<file path="src/rtl/bram_stream_pkg.sv">
// ----------------------------------------------------------------------------
// bram_stream_pkg : shared types/constants for the BRAM stream reader
// Rev 1.0
// ----------------------------------------------------------------------------
`default_nettype none

package bram_stream_pkg;
  localparam int DEF_DWIDTH  = 16;
  localparam int DEF_LOG_LEN = 8;
  localparam int BUF_DEPTH   = 2;

  typedef enum logic [1:0] {
    ST_IDLE  = 2'd0,
    ST_RUN   = 2'd1,
    ST_DRAIN = 2'd2
  } state_t;
endpackage

`default_nettype wire

</file>
<file path="src/rtl/stream_skid_fifo.sv">
// ----------------------------------------------------------------------------
// stream_skid_fifo : 2-entry FIFO that absorbs a 1-cycle RAM read latency
// Rev 1.0
// ----------------------------------------------------------------------------
`default_nettype none

module stream_skid_fifo
  import bram_stream_pkg::*;
#(
  parameter int DWIDTH = DEF_DWIDTH
) (
  input  logic              clk,
  input  logic              rst,
  input  logic              push,
  input  logic [DWIDTH-1:0] push_data,
  input  logic              pop,
  output logic [DWIDTH-1:0] head_data,
  output logic              valid,
  output logic [1:0]        count
);

  localparam logic [1:0] FULL_CNT = 2'(BUF_DEPTH);
  localparam logic [1:0] CNT_ONE  = 2'd1;

  logic [DWIDTH-1:0] head_q, head_d;
  logic [DWIDTH-1:0] tail_q, tail_d;
  logic [1:0]        count_q, count_d;
  logic              do_pop, do_push;

  always_comb begin
    head_d  = head_q;
    tail_d  = tail_q;
    count_d = count_q;
    do_pop  = pop && (count_q != 2'd0);
    do_push = push && ((count_q != FULL_CNT) || do_pop);
    case ({do_push, do_pop})
      2'b10: begin
        if (count_q == 2'd0) head_d = push_data;
        else                 tail_d = push_data;
        count_d = count_q + CNT_ONE;
      end
      2'b01: begin
        head_d  = tail_q;
        count_d = count_q - CNT_ONE;
      end
      2'b11: begin
        // Occupancy is unchanged; the new word lands behind whatever survives the pop.
        if (count_q == CNT_ONE) begin
          head_d = push_data;
        end else begin
          head_d = tail_q;
          tail_d = push_data;
        end
      end
      default: ;
    endcase
  end

  always_ff @(posedge clk or posedge rst) begin
    if (rst) begin
      head_q  <= '0;
      tail_q  <= '0;
      count_q <= '0;
    end else begin
      head_q  <= head_d;
      tail_q  <= tail_d;
      count_q <= count_d;
    end
  end

  assign head_data = head_q;
  assign valid     = (count_q != 2'd0);
  assign count     = count_q;

endmodule

`default_nettype wire

</file>
<file path="src/rtl/bram_stream_reader.sv">
// ----------------------------------------------------------------------------
// bram_stream_reader : reads a contiguous RAM block out as a valid/ready stream
// Rev 1.0
// ----------------------------------------------------------------------------
`default_nettype none

module bram_stream_reader
  import bram_stream_pkg::*;
#(
  parameter int DWIDTH  = DEF_DWIDTH,
  parameter int LOG_LEN = DEF_LOG_LEN
) (
  input  logic               clk,
  input  logic               rst,
  input  logic               start,
  input  logic [LOG_LEN-1:0] base_addr,
  input  logic [LOG_LEN:0]   length,
  output logic               busy,
  output logic               done,
  output logic               bram_en,
  output logic [LOG_LEN-1:0] bram_addr,
  input  logic [DWIDTH-1:0]  bram_dout,
  output logic [DWIDTH-1:0]  m_data,
  output logic               m_valid,
  input  logic               m_ready
);

  localparam logic [LOG_LEN:0]   CNT_ONE  = (LOG_LEN+1)'(1);
  localparam logic [LOG_LEN-1:0] ADDR_ONE = LOG_LEN'(1);

  state_t             state_q, state_d;
  logic [LOG_LEN:0]   issue_cnt_q, issue_cnt_d;
  logic [LOG_LEN:0]   deliver_cnt_q, deliver_cnt_d;
  logic [LOG_LEN-1:0] next_addr_q, next_addr_d;
  logic [LOG_LEN-1:0] bram_addr_q, bram_addr_d;
  logic               bram_en_q, bram_en_d;
  logic               rd_pending_q, rd_pending_d;
  logic               busy_q, busy_d;
  logic               done_q, done_d;

  logic [1:0] buf_count;
  logic       pop;
  logic [2:0] occupancy;
  logic       can_issue;

  assign pop       = m_valid && m_ready;
  // Words buffered or in flight once this cycle's pop has left.
  assign occupancy = {1'b0, buf_count} + {2'b00, rd_pending_q} - {2'b00, pop};
  assign can_issue = (issue_cnt_q != '0) && (occupancy < 3'd2);

  always_comb begin
    state_d       = state_q;
    issue_cnt_d   = issue_cnt_q;
    deliver_cnt_d = deliver_cnt_q;
    next_addr_d   = next_addr_q;
    bram_addr_d   = bram_addr_q;
    bram_en_d     = 1'b0;
    busy_d        = busy_q;
    done_d        = 1'b0;
    if (pop) deliver_cnt_d = deliver_cnt_q - CNT_ONE;
    case (state_q)
      ST_IDLE: begin
        if (start) begin
          if (length != '0) begin
            issue_cnt_d   = length;
            deliver_cnt_d = length;
            next_addr_d   = base_addr;
            busy_d        = 1'b1;
            state_d       = ST_RUN;
          end else begin
            done_d = 1'b1;
          end
        end
      end
      ST_RUN: begin
        if (can_issue) begin
          bram_en_d   = 1'b1;
          bram_addr_d = next_addr_q;
          next_addr_d = next_addr_q + ADDR_ONE;
          issue_cnt_d = issue_cnt_q - CNT_ONE;
          if (issue_cnt_q == CNT_ONE) state_d = ST_DRAIN;
        end
      end
      ST_DRAIN: begin
        if (pop && (deliver_cnt_q == CNT_ONE)) begin
          done_d  = 1'b1;
          busy_d  = 1'b0;
          state_d = ST_IDLE;
        end
      end
      default: state_d = ST_IDLE;
    endcase
    rd_pending_d = bram_en_d;
  end

  always_ff @(posedge clk or posedge rst) begin
    if (rst) begin
      state_q       <= ST_IDLE;
      issue_cnt_q   <= '0;
      deliver_cnt_q <= '0;
      next_addr_q   <= '0;
      bram_addr_q   <= '0;
      bram_en_q     <= 1'b0;
      rd_pending_q  <= 1'b0;
      busy_q        <= 1'b0;
      done_q        <= 1'b0;
    end else begin
      state_q       <= state_d;
      issue_cnt_q   <= issue_cnt_d;
      deliver_cnt_q <= deliver_cnt_d;
      next_addr_q   <= next_addr_d;
      bram_addr_q   <= bram_addr_d;
      bram_en_q     <= bram_en_d;
      rd_pending_q  <= rd_pending_d;
      busy_q        <= busy_d;
      done_q        <= done_d;
    end
  end

  stream_skid_fifo #(
    .DWIDTH(DWIDTH)
  ) u_fifo (
    .clk      (clk),
    .rst      (rst),
    .push     (rd_pending_q),
    .push_data(bram_dout),
    .pop      (pop),
    .head_data(m_data),
    .valid    (m_valid),
    .count    (buf_count)
  );

  assign busy      = busy_q;
  assign done      = done_q;
  assign bram_en   = bram_en_q;
  assign bram_addr = bram_addr_q;

endmodule

`default_nettype wire

</file>
<file path="config.mk">
export PLATFORM = sky130hd
export DESIGN_NAME = bram_stream_reader
export DESIGN_NICKNAME = d
export VERILOG_FILES = /design/src/rtl/bram_stream_pkg.sv /design/src/rtl/stream_skid_fifo.sv /design/src/rtl/bram_stream_reader.sv
export SDC_FILE = /design/constraint.sdc
export NUM_CORES = 1
export LEC_CHECK = 0
export BUFFER_PORTS_ARGS = -buffer_cell sky130_fd_sc_hd__buf_2
export CORE_MARGIN = 10
export CORE_UTILIZATION = 51
export CTS_CLUSTER_DIAMETER = 80
export DETAILED_ROUTE_END_ITERATION = 7
export PLACE_DENSITY = 0.77
export SLEW_MARGIN = 10
export SYNTH_ARGS = -nofsm -noshare
export SYNTH_HDL_FRONTEND = slang
export SYNTH_SLANG_ARGS = --single-unit
</file>
<file path="constraint.sdc">
create_clock -name clk -period 2.8 [get_ports clk]
set_input_delay 0.14 -clock clk [delete_from_list [all_inputs] [get_ports clk]]
set_output_delay 0.14 -clock clk [all_outputs]
set_load 0.02 [all_outputs]
</file>
# Word-level counts from Yosys, hierarchy flattened
# Index checks and enable logic that the tools add are counted.
[totals]
out_inout_bits = 28
latchBits = 0
input_bits = 37
reg_bits = 73
ramBits = 0
mem_count = 0
mem_bits_ro = 0
[op_classes]
n_bitwise = 0
n_shift = 0
reduce_logical = 22
mul = 0
add_sub_neg = 7
magnitude_cmp = 1
eq_ne = 17
n_mux = 35
n_div = 0
[ops]
columns = ["cell", "n"]
rows = [
  ["2-to-1 mux 16 bit", 4],
  ["2-to-1 mux 9 bit", 7],
  ["case mux 16 bit (3 select lines)", 1],
  ["case mux 16 bit (2 select lines)", 1],
  ["2-to-1 mux 8 bit", 3],
  ["equality test 9 x 1 -> 1 bit (second input constant)", 2],
  ["case mux 9 bit (2 select lines)", 1],
  ["nonzero test 9 bit", 2],
  ["subtractor 9 x 1 -> 9 bit (second input constant)", 2],
  ["!= test 2 bit (second input constant)", 8],
  ["case mux 8 bit (2 select lines)", 1],
  ["2-to-1 mux 2 bit", 5],
  ["nonzero test 2 bit", 5],
  ["adder 8 x 1 -> 8 bit (second input constant)", 1],
  ["2-to-1 mux 1 bit", 8],
  ["AND reduction 4 bit", 2],
  ["equality test 2 x 1 -> 1 bit (second input constant)", 3],
  ["equality test 2 bit (second input constant)", 3],
  ["case mux 2 bit (3 select lines)", 1],
  ["logical AND 1 bit", 5],
  ["AND reduction 5 bit", 1],
  ["zero test 2 bit", 2],
  ["case mux 1 bit (2 select lines)", 2],
  ["case mux 2 bit (2 select lines)", 1],
  ["10 further kinds", 11],
]

# Logic depth before layout (Yosys ltp)
[depth]
word_depth = 8
mapped_depth = 12
ltp_nobuf = 11

# Cells and area by module
# From an unflattened synthesis, not the netlist that was laid out.
[hier_totals]
hier_cells = 392
hier_area_um2 = 3930.0
[by_module_without_submodules]
columns = ["mod", "area_each_um2", "cells_per_inst", "instances", "seq_area_each_um2"]
rows = [
  ["bram_stream_reader", 2228.4, 243, 1, 975.9],
  ["stream_skid_fifo", 1701.6, 149, 1, 850.8],
]

# Worst setup path before layout
# OpenSTA, ideal clock, no wires.
[synth_timing]
path_type = "register to register"
from = "register u_fifo.count_q[1], in the netlist u_fifo.count[1]"
to = "register bram_addr_q[0], in the netlist bram_addr[0]"
setup_slack_ns = -0.031
arrival_ns = 2.706
setup_ns = 0.125
path_stages_with_launch = 12
period_less_slack_ns = 2.831
cell_sequence = "dfrtp_1 > inv_1 > ha_1 > nand2b_1 > buf_2 > nor2_1 > o21ai_0 > fa_1 > xnor2_1 > nand3_4 > nor2_4 > mux2_2"
[synth_between]
elab_chain_len = 6
word_cells_on_any_way = 7
cone_classes = "2 x add/sub; 1 x order compare; 4 x reduce/logical"
[synth_lines]
columns = ["item", "line", "rtl"]
rows = [
  ["start, declared", "stream_skid_fifo.sv:27", "logic [1:0] count_q, count_d;"],
  ["start signal, assigned", "stream_skid_fifo.sv:67", "count_q <= count_d;"],
  ["parallel branches: the longest is 2 deep, another holds adder 2 x 1 -> 3 bit", "n/a", ""],
  ["subtractor 3 x 1 -> 3 bit (*)", "bram_stream_reader.sv:48", "assign occupancy = {1'b0, buf_count} + {2'b00, rd_pending_q} - {2'b00, pop};"],
  ["< comparator 3 x 2 -> 1 bit (*)", "bram_stream_reader.sv:49", "assign can_issue = (issue_cnt_q != '0) && (occupancy < 3'd2);"],
  ["logical AND 1 bit (*)", "bram_stream_reader.sv:49", ""],
  ["AND reduction 2 bit (no source line) (*)", "n/a", ""],
  ["end signal, assigned", "bram_stream_reader.sv:112", "bram_addr_q <= bram_addr_d;"],
  ["end, declared", "bram_stream_reader.sv:35", "logic [LOG_LEN-1:0] bram_addr_q, bram_addr_d;"],
]
# Mark *: on every way between the ends.
# A chain may end at the register's enable or synchronous reset.

# Final worst setup path
[layout_timing]
from = "register u_fifo.count_q[0], in the netlist u_fifo.count[0]"
to = "register issue_cnt_q[0]"
[layout_between]
elab_chain_len = 7
word_cells_on_any_way = 8
cone_classes = "2 x add/sub; 1 x order compare; 1 x eq/ne; 4 x reduce/logical"
[layout_lines]
columns = ["item", "line", "rtl"]
rows = [
  ["parallel branches: the longest is 2 deep, another holds adder 2 x 1 -> 3 bit", "n/a", ""],
  ["subtractor 3 x 1 -> 3 bit (*)", "bram_stream_reader.sv:48", ""],
  ["< comparator 3 x 2 -> 1 bit (*)", "bram_stream_reader.sv:49", ""],
  ["logical AND 1 bit (*)", "bram_stream_reader.sv:49", ""],
  ["!= test 2 bit (no source line) (*)", "n/a", ""],
  ["AND reduction 4 bit (no source line) (*)", "n/a", ""],
  ["end signal, assigned", "bram_stream_reader.sv:109", "issue_cnt_q <= issue_cnt_d;"],
  ["end, declared", "bram_stream_reader.sv:32", "logic [LOG_LEN:0] issue_cnt_q, issue_cnt_d;"],
]
# Marked as above.

==> report_table.html <==
<table>
<tr><th>Metric</th><th>Value</th></tr>
<tr><th colspan="2">Outcome</th></tr>
<tr><td>Result of the run</td><td>complete, no violations</td></tr>
<tr><th colspan="2">STA</th></tr>
<tr><td>Max-slew headroom at the worst pin</td><td>0.517</td></tr>
<tr><td>Number of hold violations in the final report</td><td>0</td></tr>
<tr><td>Highest clock rate</td><td>369 MHz</td></tr>
<tr><td>Number of slew-limit violations in the final report</td><td>0</td></tr>
<tr><td>Post-layout min period</td><td>2.71 ns</td></tr>
<tr><td>Worst Max-Slew Pin Slew</td><td>0.723 ns</td></tr>
<tr><td>Setup TNS</td><td>0 ns</td></tr>
<tr><td>Post-Route Skew</td><td>0.00870 ns</td></tr>
<tr><td>Final worst-path cycle share</td><td>0.967</td></tr>
<tr><td>Setup violation total in the final timing report</td><td>0</td></tr>
<tr><th colspan="2">Critical path</th></tr>
<tr><td>Maximum fanout along the worst path</td><td>5</td></tr>
<tr><td>List of cells traversed by the critical path</td><td>inv_1, ha_1, nand2b_1, nor2_2, o21ai_1, fa_2, xnor2_2, nand3_4, o21a_2, o21ai_0, o21ai_0</td></tr>
<tr><td>Critical Path RT</td><td>3.02 ns</td></tr>
<tr><td>CP Launch Type</td><td>register</td></tr>
<tr><td>Critical path's top delay family</td><td>compound AO/OA/AOI/OAI gates</td></tr>
<tr><td>Largest stage delay, worst path</td><td>0.42 ns</td></tr>
<tr><td>Critical path arrival</td><td>2.93 ns</td></tr>
<tr><td>Cell with the largest stage delay on the worst path</td><td>dfrtp_1</td></tr>
<tr><td>Capturing element type of the critical path</td><td>register</td></tr>
<tr><td>Dominant cell type by count on the critical path</td><td>o21ai_0</td></tr>
<tr><td>Buffers &amp; Inverters on Critical Path</td><td>1</td></tr>
<tr><td>Type of the worst setup path</td><td>register to register</td></tr>
<tr><th colspan="2">Floorplanning</th></tr>
<tr><td>Die footprint</td><td>0.0112 sq mm</td></tr>
<tr><td>Die Height</td><td>106 um</td></tr>
<tr><td>Cell Rows</td><td>31</td></tr>
<tr><td>Width of the die</td><td>106 um</td></tr>
<tr><td>Number of top-level pins</td><td>65</td></tr>
<tr><td>Starting Density</td><td>0.521</td></tr>
<tr><td>Standard cell core area</td><td>0.00721 sq mm</td></tr>
<tr><th colspan="2">Synthesis</th></tr>
<tr><td>Synth unique cells</td><td>55</td></tr>
<tr><td>Gate count of the mapped netlist</td><td>371</td></tr>
<tr><td>Main synth FF type</td><td>dfrtp_1</td></tr>
<tr><td>Cell types occupying the most area after synthesis</td><td>dfrtp_1 (49%), mux2_2 (7.2%), nand2_1 (6.8%), o21ai_0 (3.5%), a22oi_1 (3.2%)</td></tr>
<tr><td>Register area share after synthesis</td><td>0.486</td></tr>
<tr><td>Post-Syn Nets</td><td>418</td></tr>
<tr><td>FF+latch count, synth</td><td>73</td></tr>
<tr><td>Async S/R FF share, synth</td><td>1.00</td></tr>
<tr><td>Post-synth top area share</td><td>0.486</td></tr>
<tr><td>Mean post-synth cell area</td><td>10.1 sq um</td></tr>
<tr><td>Post-synth EDFFs</td><td>0</td></tr>
<tr><td>Post-synthesis cell area</td><td>0.00376 sq mm</td></tr>
<tr><td>Synth area leader</td><td>dfrtp_1</td></tr>
<tr><td>Yosys warning total</td><td>0</td></tr>
<tr><th colspan="2">GRT</th></tr>
<tr><td>Antenna violations before repair</td><td>0</td></tr>
<tr><td>Met2 usage</td><td>0.261</td></tr>
<tr><td>Largest net degree at the start of global routing</td><td>41</td></tr>
<tr><td>Overflow left after global routing</td><td>0</td></tr>
<tr><td>Fraction of met1 tracks used by global routing</td><td>0.204</td></tr>
<tr><td>Global-route usage over all layers</td><td>0.161</td></tr>
<tr><td>Most used routing layer in global routing</td><td>met2</td></tr>
<tr><td>Vias in the first global route</td><td>3166</td></tr>
<tr><td>Met3 GRT Util</td><td>0.0499</td></tr>
<tr><td>Wire length of the first global-routing pass</td><td>15.2 mm</td></tr>
<tr><th colspan="2">Power and ir drop</th></tr>
<tr><td>Static leakage</td><td>2.09 nW</td></tr>
<tr><td>Max rail drop VDD</td><td>569 uV</td></tr>
<tr><td>Power per cell area</td><td>1260 mW/mm^2</td></tr>
<tr><th colspan="2">Clock tree</th></tr>
<tr><td>Clock slew seen by the registers of the worst setup and hold paths</td><td>0.08 ns</td></tr>
<tr><td>Deepest clock path buffer count</td><td>2</td></tr>
<tr><td>Root Buffer</td><td>clkbuf_8</td></tr>
<tr><td>Number of CTS-inserted buffers</td><td>9</td></tr>
<tr><td>CTS tree</td><td>done</td></tr>
<tr><td>Clk_lat worst skew</td><td>0.35 ns</td></tr>
<tr><td>Clock tree sinks</td><td>73</td></tr>
<tr><td>H-Tree Level Count</td><td>3</td></tr>
<tr><th colspan="2">Drt</th></tr>
<tr><td>Aggregate routed wire length</td><td>9.13 mm</td></tr>
<tr><td>Count of antenna-violating nets left after detailed routing</td><td>0</td></tr>
<tr><td>Remaining design rule violation count</td><td>0</td></tr>
<tr><td>Routed vias</td><td>3120</td></tr>
<tr><td>Drt via density</td><td>5.60</td></tr>
<tr><td>Drt pass-1 iters</td><td>4</td></tr>
<tr><td>First DRT Iteration DRCs</td><td>164</td></tr>
<tr><td>Post-DR wirelength/cell</td><td>16.4 um</td></tr>
<tr><th colspan="2">Final layout</th></tr>
<tr><td>Synthesis-to-finish area growth</td><td>21.5%</td></tr>
<tr><td>Antenna diode count</td><td>0</td></tr>
<tr><td>Proportion of layout cells with a drive suffix above 1</td><td>0.310</td></tr>
<tr><td>Post-layout util</td><td>0.633</td></tr>
<tr><td>Non-filler cells in the finished layout</td><td>557</td></tr>
<tr><td>Layout net count</td><td>500</td></tr>
<tr><th colspan="2">Place</th></tr>
<tr><td>Detailed placement HPWL</td><td>6.43 mm</td></tr>
<tr><td>Routability cong.</td><td>0.888</td></tr>
<tr><td>Placed Cells</td><td>527</td></tr>
<tr><td>Port Buffer Count</td><td>64</td></tr>
<tr><th colspan="2">Job</th></tr>
<tr><td>Max_cap viols</td><td>0</td></tr>
<tr><th colspan="2">Worst hold path</th></tr>
<tr><td>Type of the tightest min-delay check</td><td>input port to register</td></tr>
</table>
-- power by group --
| group | internal [mW] | leakage, nW | switching (mW) | total [mW] |
|---|---|---|---|---|
| registers | 1.59 | 0.866 | 0.388 | 1.98 |
| logic | 1.33 | 1.13 | 1.64 | 2.97 |
| clock network | 0.415 | 0.0964 | 0.411 | 0.825 |
| total | 3.33 | 2.09 | 2.44 | 5.77 |
-- worst paths after layout --
kind,startpoint,endpoint,slack [ns],cells after the start
max,u_fifo.count[0],issue_cnt_q[0],0.09,11
min,bram_dout[7],u_fifo.head_data[7],0.007,3
max reg2reg,u_fifo.count[0],issue_cnt_q[0],0.09,11
min reg2reg,busy,busy,0.48,2
max in group asynchronous,rst,u_fifo.count[1],1.67,4
min in group asynchronous,rst,u_fifo.tail_q[2],0.46,3
-- state kept, by name (all words and copies together), names as in the netlist --
| name | flops |
|---|---|
| bram_addr | 8 |
| busy | 1 |
| deliver_cnt_q | 9 |
| done | 1 |
| issue_cnt_q | 9 |
| next_addr_q | 8 |
| rd_pending_q | 1 |
| state_q | 2 |
| u_fifo.count | 2 |
| u_fifo.head_data | 16 |
| u_fifo.tail_q | 16 |
-- timing repair --
item / CTS / global route
endpoints found under the hold margin: 41 / 0
pin swaps: 1 / 5
buffers inserted: 0 / 3
gates resized for setup: 0 / 4
gates cloned: 0 / 2
hold buffers: 9 / 0
setup endpoints to repair: 2 / 25
-- cell usage after synthesis (all sizes together) (6+ instances only) --
master,number
dfrtp,73
nand2,69
o21ai,31
mux2,24
a21oi,20
a22oi,16
nor2,16
buf,12
inv,11
a31oi,10
ha,9
nand3,8
o22ai,7
nor4,6
-- area by class of cell --
cell class                      count  area [sq um]
Fill cell                         626          2650
Multi-Input combinational cell    272          1840
Sequential cell                    73          1830
Timing Repair Buffer               86           537
Clock buffer                       10           128
Tap cell                           99           124
Clock inverter                      6          68.8
Inverter                           11          41.3
-- layer usage --
layer	share of wire	vias up
met5	0	-
met4	0.0059	0
met3	0.075	7
met2	0.49	99
met1	0.43	1514
li1	-	1500
-- kinds of logic (layout without fill, tap and decap cells) --
family / after synthesis / count (layout) / share of synthesized area
buf+inv: 28 / 113 / 0.0333
simple gates: 130 / 131 / 0.182
fa+ha+maj: 10 / 10 / 0.0353
xor+xnor: 9 / 9 / 0.0210
flops: 73 / 73 / 0.486
compound gates: 95 / 96 / 0.165
mux: 26 / 26 / 0.0772
-- worst reg2reg max path, delay by kind of cell (launching register included) --
kind                       cells  cell delay (ns)
xor gates and xnor gates       1             0.24
and+or+nand+nor                3             0.47
DFF                            1             0.42
adders and majority gates      2             0.59
AOI/OAI and AO/OA              4             0.75
buffers and inverters          1             0.11
-- layout by cell type, fill, tap and decap left out, types with 10 or more instances in the layout --
master   instances
a21oi_1         19
a22oi_1         16
buf_2           64
buf_4           10
dfrtp_1         72
mux2_2          24
nand2_1         68
nor2_1          11
o21ai_0         25
-- per-stage QoR --
stage                     cell area [sq um]  hold WS (ns)  power (mW)  worst slack [ns]
after floorplan                        3770         0.253        3.97            0.0236
after global placement                 4220         0.306        4.63             0.155
after detailed placement               4220         0.302        4.76          0.000153
after CTS                              4500      0.000944        5.59            0.0183
after global routing                   4570        0.0123        6.21          -0.00237
final                                  4570       0.00682        5.77            0.0919
Note: power is estimated with default switching activity, not from simulation.
